File: src/rtl/hbram_burst_arbiter.sv
// rtl/hbram_burst_arbiter.sv - arbitrates sensor write and HDMI read bursts onto one HBRAM controller
module hbram_burst_arbiter #(
    parameter int AW        = 32,
    parameter int BURST_LEN = 128
) (
    input  logic          clk,
    input  logic          rst_n,
    input  logic          cal_done,
    input  logic          wr_req,
    input  logic [AW-1:0] wr_addr,
    output logic          wr_gnt,
    output logic          wr_done,
    input  logic          rd_req,
    input  logic          rd_urgent,
    input  logic [AW-1:0] rd_addr,
    output logic          rd_gnt,
    output logic          rd_done,
    output logic          cmd_valid,
    input  logic          cmd_ready,
    output logic          cmd_write,
    output logic [AW-1:0] cmd_addr,
    output logic [7:0]    cmd_len,
    input  logic          beat_valid
);

    typedef enum logic [1:0] {
        S_IDLE,
        S_CMD,
        S_DATA,
        S_DONE
    } state_t;

    localparam logic [8:0] LAST_BEAT = 9'(BURST_LEN - 1);

    state_t        state_q, state_d;
    logic          dir_wr_q, dir_wr_d;
    logic          last_wr_q, last_wr_d;
    logic [AW-1:0] addr_q, addr_d;
    logic [8:0]    cnt_q, cnt_d;
    logic          pick_wr;

    always_ff @(posedge clk or negedge rst_n) begin
        if (!rst_n) begin
            state_q   <= S_IDLE;
            dir_wr_q  <= 1'b0;
            last_wr_q <= 1'b0;
            addr_q    <= '0;
            cnt_q     <= '0;
        end else begin
            state_q   <= state_d;
            dir_wr_q  <= dir_wr_d;
            last_wr_q <= last_wr_d;
            addr_q    <= addr_d;
            cnt_q     <= cnt_d;
        end
    end

    always_comb begin
        state_d   = state_q;
        dir_wr_d  = dir_wr_q;
        last_wr_d = last_wr_q;
        addr_d    = addr_q;
        cnt_d     = cnt_q;
        pick_wr   = 1'b0;
        case (state_q)
            S_IDLE: begin
                if (cal_done && (wr_req || rd_req)) begin
                    // Urgent read beats everything; ties alternate against the last burst.
                    if (rd_req && rd_urgent) begin
                        pick_wr = 1'b0;
                    end else if (wr_req && rd_req) begin
                        pick_wr = !last_wr_q;
                    end else begin
                        pick_wr = wr_req;
                    end
                    dir_wr_d = pick_wr;
                    addr_d   = pick_wr ? wr_addr : rd_addr;
                    state_d  = S_CMD;
                end
            end
            S_CMD: begin
                if (cmd_ready) begin
                    state_d = S_DATA;
                end
            end
            S_DATA: begin
                if (beat_valid) begin
                    if (cnt_q == LAST_BEAT) begin
                        state_d = S_DONE;
                    end else begin
                        cnt_d = cnt_q + 9'd1;
                    end
                end
            end
            S_DONE: begin
                last_wr_d = dir_wr_q;
                cnt_d     = '0;
                state_d   = S_IDLE;
            end
            default: begin
                state_d = S_IDLE;
            end
        endcase
    end

    logic busy;
    assign busy      = (state_q == S_CMD) || (state_q == S_DATA);
    assign wr_gnt    = busy && dir_wr_q;
    assign rd_gnt    = busy && !dir_wr_q;
    assign wr_done   = (state_q == S_DONE) && dir_wr_q;
    assign rd_done   = (state_q == S_DONE) && !dir_wr_q;
    assign cmd_valid = (state_q == S_CMD);
    assign cmd_write = dir_wr_q;
    assign cmd_addr  = addr_q;
    assign cmd_len   = 8'(BURST_LEN - 1);

endmodule
File: config.mk
export PLATFORM = sky130hd
export DESIGN_NAME = hbram_burst_arbiter
export DESIGN_NICKNAME = d
export VERILOG_FILES = /design/src/rtl/hbram_burst_arbiter.sv
export SDC_FILE = /design/constraint.sdc
export NUM_CORES = 1
export LEC_CHECK = 0
export ABC_AREA = 1
export BUFFER_PORTS_ARGS = -buffer_cell sky130_fd_sc_hd__buf_2
export CORE_ASPECT_RATIO = 0.8
export CORE_MARGIN = 3
export CORE_UTILIZATION = 45
export DETAILED_ROUTE_END_ITERATION = 10
export PLACE_DENSITY = 0.78
export SYNTH_ARGS = -nofsm -noshare
export SYNTH_HDL_FRONTEND = slang
export SYNTH_SLANG_ARGS = --single-unit
File: constraint.sdc
create_clock -name clk -period 1.8 [get_ports clk]
set_clock_uncertainty 0.1 [all_clocks]
set_input_delay 0.27 -clock clk [delete_from_list [all_inputs] [get_ports clk]]
set_output_delay 0.27 -clock clk [all_outputs]
set_load 0.05 [all_outputs]
==> impl_metrics.csv, run 1 <==
group,metric,value,unit
yosys,synth.avg_cell_area,7.90,µm²
sta,tightest_slew,612,ps
power_and_ir_drop,leakage,1.66,nW
critical_path,crit_type,"reg -> out",
layout,final_cells,502,
sta,rsz0062_at_grt,"true",
layout,drive_gt1_frac,0.335,
yosys,syn_area,2520,µm²
sta,period_share,0.976,
die,num_rows,23,
placed_design,place_congestion,0.855,
placed_design,dp_hpwl,4990,µm
critical_path,timing.critical_path.buf_inv,2,
sta,finalHoldViolCount,0,
route,first_pass_iters,4,
yosys,synth.yosys.seq_area_share,0.447,
die,die_x,89.6,µm
sta,slew_violations,0,
clocking,cts_root_buffer,"clkbuf_8",
sta,setup-violations-final,0,
critical_path,start_kind,"flop",
route,wire_per_inst,13.1,µm
route,drt_iter0_markers,134,
yosys,yosys-top-cells-area,"dfrtp_1, nand2_1, nand3_1",
layout,fin_area,3290,µm²
layout,utilization,0.631,
die,die_area,6540,µm²
critical_path,cp_data_arrival_time,1390,ps
critical_path,cp.required,1430,ps
yosys,syn_inst,319,
power_and_ir_drop,finalPower,6.09,mW
outcome,status,"completed",
critical_path,crit_path_max_incr_delay,430,ps
sta,max_freq,0.569,GHz
clocking,cts_sinks,45,
power_and_ir_drop,p_per_area,1850,nW/µm²
route,viasPerCell,5.00,
global_routing,grt_pass1_vias,2485,
route,vias,2512,
global_routing,grt_remaining_overflow,0,
yosys,synth_warnings,0,
route,route.detailed.drc,0,
global_routing,antenna_found_initial,0,
clocking,insertion_delay,290,ps
placed_design,placed_area,3120,µm²
critical_path,crit_chain,"ha_2, inv_2, nor2_1, buf_4",
layout,finish.net_count,504,
sta,layout_min_cycle_time,1760,ps
critical_path,end_kind,"primary output",
yosys,ys_seq_elements,45,
clocking,cts_tree,"yes",
route,antenna_left,0,
yosys,yosysUniqueCellTypes,22,
critical_path,crit_slowest_cell,"dfrtp_1",
placed_design,dp.cells,492,
die,die_h,72.9,µm
placed_design,dp_slack,198,ps
critical_path,cp_top_family,"flip-flops",
global_routing,grt_first_pass_wirelength,10700,µm
clocking,clk_pin_slew,80,ps
layout,syn_to_final_growth,30.5,%
placed_design,port_buffers,109,
critical_path,cp_max_fo,9,
die,initial_core_util,0.484,
global_routing,track_usage,0.207,
die,core_area,5210,µm²
sta,setup_tns,0,ps
sta,relSlewSlack,0.590,
global_routing,grt_max_degree,36,
sta,setup_ws,42.4,ps
die,io_pins,118,
clocking,cts_buffer_depth,2,
power_and_ir_drop,vdd_drop_max,0.00107,V
layout,n_fill_cell,481,
layout,diodes,0,
clocking,cts_made_buffers,5,
yosys,yosys.area.top_type,"dfrtp_1",
min_path,hold_path.class,"in -> reg",
flow_run,cap_violations,0,
sta,hold_ws,133,ps
route,wl,6600,µm
clocking,htree_levels,2,
yosys,synth.top_cell.area_share,0.447,
[flip-flops by register name, indices dropped and copies added, names as in the netlist]
| signal | flops |
|---|---|
| state_q | 2 |
| last_wr_q | 1 |
| cmd_addr | 32 |
| cmd_write | 1 |
| cnt_q | 9 |
[per-layer routing]
layer  vias to the layer above  wire, µm  track usage
met5                         -         0            0
met4                         0        81       0.0628
met3                         8       467       0.0609
met2                        87      3300        0.351
met1                      1162      2750        0.255
li1                       1255         -            -
[worst paths after layout]
path / start / endpoint / slack [ps] / cells after the start
setup reg to reg: state_q[0] / state_q[0] / 190 / 8
hold / removal: rd_addr[21] / cmd_addr[21] / 130 / 3
hold reg to reg: cmd_addr[31] / cmd_addr[31] / 390 / 1
setup / recovery: state_q[1] / rd_done / 40 / 4
max in group asynchronous: rst_n / cmd_addr[1] / 780 / 3
min in group asynchronous: rst_n / cnt_q[1] / 340 / 2
[report_power, final]
group / switching (mW) / internal, mW / total, mW
logic: 2.57 / 0.988 / 3.56
registers: 0.290 / 1.45 / 1.74
clock network: 0.339 / 0.453 / 0.791
total: 3.20 / 2.89 / 6.09
[placed cells by master (no fill, tap or decap), types with 2 or more instances in the layout]
master    synthesis  final
a21oi_1          19     19
buf_12            0      2
buf_2            11    105
buf_4            10      7
buf_6             0      2
clkbuf_8          0      6
conb_1            2      8
dfrtp_1          45     45
ha_1              6      4
inv_1            16     14
inv_2             2      4
nand2_1          81     81
nand2_2           4      4
nand3_1          39     39
nand3_2           2      2
nand4_1           3      3
nor2_1           16     15
nor2_4            2      2
o21a_1           18     18
o21ai_0           3      3
o21ai_1          33     33
o21ai_2           2      2
[final cells by class]
class | instances | area, µm² | share of cell area
Clock buffer | 7 | 86.3 | 0.0263
Clock inverter | 1 | 30.0 | 0.00914
Inverter | 18 | 67.6 | 0.0206
Multi-Input combinational cell | 238 | 1220 | 0.372
Sequential cell | 45 | 1130 | 0.343
Tap cell | 75 | 93.8 | 0.0286
Timing Repair Buffer | 118 | 658 | 0.200
[timing repair]
item                       CTS  global route
cloned                       0             0
resized for setup            8             3
setup endpoints to repair    4             4
hold endpoints to repair    16             0
hold buffers                 1             0
pin swaps                    0             0
buffers inserted             1             0
[tightest hold or removal path, cell delays in order]
cell,delay (ps)
buf_2,70
a21oi_1,30
o21ai_1,110
[cells by family after synthesis]
| family | Yosys count | share of synthesized area |
|---|---|---|
| and+or+nand+nor | 149 | 0.267 |
| other | 2 | 0.00298 |
| DFF | 45 | 0.447 |
| AOI/OAI and AO/OA | 75 | 0.170 |
| buffers and inverters | 42 | 0.0830 |
| adders and majority gates | 6 | 0.0298 |
[synth_stat cells, drive strengths merged]
cell and count:
nand2 85, dfrtp 45, nand3 42, o21ai 38
buf 21, a21oi 19, inv 18, nor2 18
o21a 18, ha 6, clkbuf 3, nand4 3
conb 2, nor3 1
No activity file was read; power rests on OpenSTA's default activity.
==> inputs of run 2 (changes only) <==
==> constraint.sdc (replaced) <==
create_clock -name clk -period 1.78 [get_ports clk]
set_clock_uncertainty 0.1 [all_clocks]
set_input_delay 0.267 -clock clk [delete_from_list [all_inputs] [get_ports clk]]
set_output_delay 0.267 -clock clk [all_outputs]
set_load 0.05 [all_outputs]
==> impl_metrics.csv, run 2 (synthesis gave the netlist of run 1 again) <==
group,metric,value,unit
outcome,status,"completed",
min_path,hold_start,"rd_addr[23]",
route,route.detailed.drc,0,
placed_design,placed_area,3110,µm²
placed_design,place_congestion,0.895,
clocking,cts_root_buffer,"clkbuf_8",
global_routing,grt_max_degree,52,
critical_path,r2r_cells,8,
global_routing,grt_pass1_vias,2269,
global_routing,grt_remaining_overflow,0,
route,antenna_left,0,
critical_path,crit_chain,"ha_2, inv_2, nor2_1, buf_4",
sta,setup_ws,11.0,ps
global_routing,track_usage,0.206,
die,die_x,89.6,µm
global_routing,grt_first_pass_wirelength,10500,µm
critical_path,crit_slowest_cell,"dfrtp_1",
flow_run,cap_violations,0,
route,drt_iter0_markers,124,
layout,finish.net_count,503,
critical_path,crit_path_max_incr_delay,430,ps
route,first_pass_iters,4,
die,die_area,6540,µm²
clocking,cts_buffer_depth,2,
sta,rsz0062_at_grt,"true",
global_routing,antenna_found_initial,0,
critical_path,crit_type,"reg -> out",
route,wl,6630,µm
sta,layout_min_cycle_time,1770,ps
critical_path,cp.required,1410,ps
min_path,hold_path.class,"in -> reg",
clocking,cts_tree,"yes",
power_and_ir_drop,p_per_area,1850,nW/µm²
die,die_h,72.9,µm
placed_design,dp_hpwl,4990,µm
sta,relSlewSlack,0.666,
placed_design,dp_slack,98.0,ps
layout,fin_area,3250,µm²
route,vias,2461,
critical_path,rr_endpoint,"cmd_addr[30]",
sta,finalHoldViolCount,0,
sta,tightest_slew,501,ps
min_path,hold_path_depth,3,
die,io_pins,118,
critical_path,cp_max_fo,9,
critical_path,rr_startpoint,"state_q[0]",
sta,period_share,0.994,
layout,n_fill_cell,468,
critical_path,start_kind,"flop",
sta,hold_ws,124,ps
critical_path,r2r_setup_slack,120,ps
placed_design,port_buffers,109,
power_and_ir_drop,vdd_drop_max,0.00140,V
die,initial_core_util,0.484,
layout,final_cells,501,
layout,syn_to_final_growth,29.2,%
layout,final_cell_mix,"buf_2, nand2_1, dfrtp_1",
critical_path,end_kind,"primary output",
layout,drive_gt1_frac,0.333,
route,wire_per_inst,13.2,µm
die,num_rows,23,
power_and_ir_drop,finalPower,6.02,mW
clocking,cts_sinks,45,
layout,largest_reg_flops,32,
min_path,whs_endpoint,"cmd_addr[23]",
critical_path,cp_data_arrival_time,1400,ps
clocking,insertion_delay,290,ps
sta,setup-violations-final,0,
clocking,cts_made_buffers,5,
die,core_area,5210,µm²
placed_design,dp.cells,491,
power_and_ir_drop,leakage,1.63,nW
sta,slew_violations,0,
sta,max_freq,0.565,GHz
route,viasPerCell,4.91,
clocking,clk_pin_slew,80,ps
layout,diodes,0,
clocking,htree_levels,2,
layout,final_common_cell,"buf_2",
## run 2: cell types whose count changed in the layout (fill, tap and decap cells not counted), sizes merged
cell / delta
buf: -1
bufinv: -1
clkinvlp: +1
## run 2: per-stage QoR
stage | TNS, ps | util
5_1_grt | -90.0 | 0.625
6_report | 0 | 0.625
3_5_place_dp | 0 | 0.597
4_1_cts | 0 | 0.620
3_3_place_gp | 0 | 0.597
2_1_floorplan | 0 | -
## run 2: cell type report
type | count | area (µm²) | share of cell area
flip-flops and latches | 45 | 1130 | 0.346
clock buffers | 7 | 76.3 | 0.0235
clock inverters | 1 | 7.51 | 0.00231
repair buffers | 117 | 654 | 0.201
inverters | 18 | 67.6 | 0.0208
well taps | 75 | 93.8 | 0.0288
multi-input cells | 238 | 1230 | 0.378
## run 2: worst max path at each step
| stage | endpoint | slack (ps) | start |
|---|---|---|---|
| 4_1_cts | rd_done | 5 | state_q[1] |
| 6_report | rd_done | 10 | state_q[1] |
| 3_5_place_dp | cmd_write | 100 | state_q[0] |
| 5_1_grt | rd_done | -40 | state_q[1] |
| 2_1_floorplan | rd_done | 50 | state_q[0] |
| 3_3_place_gp | cmd_write | 160 | state_q[0] |
## run 2: power breakdown
group          total [mW]  leakage [nW]  switching [mW]  internal, mW
Sequential           1.80         0.545           0.326          1.47
Clock               0.611        0.0385           0.333         0.278
Combinational        3.61          1.05            2.60          1.01
## run 2: timing repair
| item | 4_1_cts | 5_1_grt |
|---|---|---|
| resized for setup | 7 | 6 |
| endpoints found under the setup margin | 4 | 20 |
| hold buffers | 1 | 0 |
| setup buffers | 1 | 0 |
| hold endpoints to repair | 19 | 0 |
## run 2: critical path, delay by kind of cell (launching register included)
family | cells | cell delay (ps)
DFF | 1 | 430
buffers and inverters | 2 | 310
adders and majority gates | 1 | 280
and+or+nand+nor | 1 | 100
## run 2: per-layer routing
metal	up-vias	routed length, µm	GRT usage
met3	7	425	0.0451
met5	-	0	0
met1	1127	2830	0.282
met4	0	65	0.0496
li1	1249	-	-
met2	78	3310	0.334
==> inputs of run 3 (changes only) <==
--- a/config.mk
+++ b/config.mk
@@ -11,6 +11,7 @@
 export CORE_MARGIN = 3
 export CORE_UTILIZATION = 45
 export DETAILED_ROUTE_END_ITERATION = 10
+export MAX_ROUTING_LAYER = met4
 export PLACE_DENSITY = 0.78
 export SYNTH_ARGS = -nofsm -noshare
 export SYNTH_HDL_FRONTEND = slang
==> impl_metrics.csv, run 3 (synthesis gave the netlist of run 1 again) <==
group,metric,value,unit
clocking,cts_buffer_depth,2,
layout,final_cell_mix,"buf_2, nand2_1, dfrtp_1",
clocking,cts_tree,"yes",
die,io_pins,118,
route,antenna_left,0,
critical_path,r2r_cells,8,
layout,final_common_cell,"buf_2",
layout,final_cells,501,
critical_path,rr_endpoint,"cmd_addr[30]",
power_and_ir_drop,vdd_drop_max,0.00140,V
critical_path,end_kind,"primary output",
die,die_area,6540,µm²
sta,max_freq,0.566,GHz
global_routing,track_usage,0.212,
placed_design,dp_slack,98.0,ps
layout,multi_input_area,1230,µm²
layout,finish.net_count,503,
sta,setup_ws,13.8,ps
flow_run,cap_violations,0,
route,first_pass_iters,4,
outcome,status,"completed",
layout,largest_reg_flops,32,
placed_design,dp.cells,491,
clocking,insertion_delay,290,ps
placed_design,dp_hpwl,4990,µm
min_path,hold_path.class,"in -> reg",
layout,diodes,0,
die,die_x,89.6,µm
route,drt_iter0_markers,119,
route,wl,6640,µm
min_path,whs_endpoint,"cmd_addr[23]",
global_routing,grt_pass1_vias,2266,
placed_design,place_congestion,0.910,
die,initial_core_util,0.484,
route,viasPerCell,4.90,
min_path,hold_path_depth,3,
die,num_rows,23,
sta,period_share,0.992,
clocking,cts_root_buffer,"clkbuf_8",
global_routing,grt_max_degree,52,
clocking,cts_sinks,45,
critical_path,cp_data_arrival_time,1400,ps
global_routing,antenna_found_initial,0,
sta,slew_violations,0,
critical_path,cp_max_fo,9,
die,core_area,5210,µm²
layout,n_fill_cell,468,
die,die_h,72.9,µm
route,route.detailed.drc,0,
clocking,htree_levels,2,
sta,finalHoldViolCount,0,
layout,syn_to_final_growth,29.2,%
sta,tightest_slew,502,ps
route,vias,2456,
clocking,cts_made_buffers,5,
sta,rsz0062_at_grt,"true",
critical_path,start_kind,"flop",
critical_path,r2r_setup_slack,130,ps
sta,setup-violations-final,0,
sta,setup_tns,0,ps
critical_path,crit_type,"reg -> out",
clocking,clk_pin_slew,80,ps
global_routing,grt_remaining_overflow,0,
critical_path,cp.required,1410,ps
power_and_ir_drop,leakage,1.63,nW
power_and_ir_drop,p_per_area,1850,nW/µm²
layout,drive_gt1_frac,0.333,
critical_path,rr_startpoint,"state_q[0]",
sta,layout_min_cycle_time,1770,ps
sta,relSlewSlack,0.666,
layout,seq_area,1130,µm²
route,wire_per_inst,13.3,µm
placed_design,port_buffers,109,
global_routing,grt_first_pass_wirelength,10500,µm
min_path,hold_start,"rd_addr[23]",
[run 3: cell counts in the layout (fill, tap and decap cells not counted)]
No cell type changed its count.
[run 3: through the flow]
stage	hold WS (ps)	power (mW)	util	cell area, µm²
6_report	122	6.01	0.625	3250
5_1_grt	142	6.40	0.625	3250
4_1_cts	123	5.98	0.620	3230
3_5_place_dp	158	5.29	0.597	3110
3_3_place_gp	152	5.22	0.597	3110
2_1_floorplan	-129	4.43	-	2540
[run 3: area by class of cell]
class,count,share of cell area
clock buffer,7,0.0235
clock inverter,1,0.00231
inverter,18,0.0208
multi-input combinational,238,0.378
sequential,45,0.346
tap,75,0.0288
timing repair buffer,117,0.201
[run 3: worst max-delay path, cell delays in order, from the launching register on]
cell     delay [ps]
dfrtp_1         420
ha_2            270
inv_2           110
nor2_1          100
buf_4           200
[run 3: what timing repair did]
| item | CTS | global route |
|---|---|---|
| setup buffers | 1 | 0 |
| setup endpoints to repair | 4 | 20 |
| hold buffers | 1 | 0 |
| hold endpoints to repair | 19 | 0 |
| resized for setup | 7 | 6 |
[run 3: how the worst max path moves through the flow]
stage               start   endpoint  slack (ps)  cells after the start
6_report       state_q[1]    rd_done          10                      4
4_1_cts        state_q[1]    rd_done           5                      4
3_3_place_gp   state_q[0]  cmd_write         160                      8
5_1_grt        state_q[1]    rd_done         -40                      4
2_1_floorplan  state_q[0]    rd_done          50                      3
3_5_place_dp   state_q[0]  cmd_write         100                      8
[run 3: metal layers]
| metal | GRT usage | routed length (µm) | up-vias |
|---|---|---|---|
| met2 | 0.334 | 3310 | 85 |
| met5 | - | 0 | - |
| li1 | - | - | 1247 |
| met3 | 0.0418 | 439 | 7 |
| met1 | 0.284 | 2820 | 1117 |
| met4 | 0.0496 | 65 | 0 |
[run 3: power by group]
| group | internal [mW] | switching [mW] | total, mW |
|---|---|---|---|
| registers | 1.47 | 0.329 | 1.80 |
| clock network | 0.278 | 0.334 | 0.612 |
| logic | 1.01 | 2.60 | 3.60 |
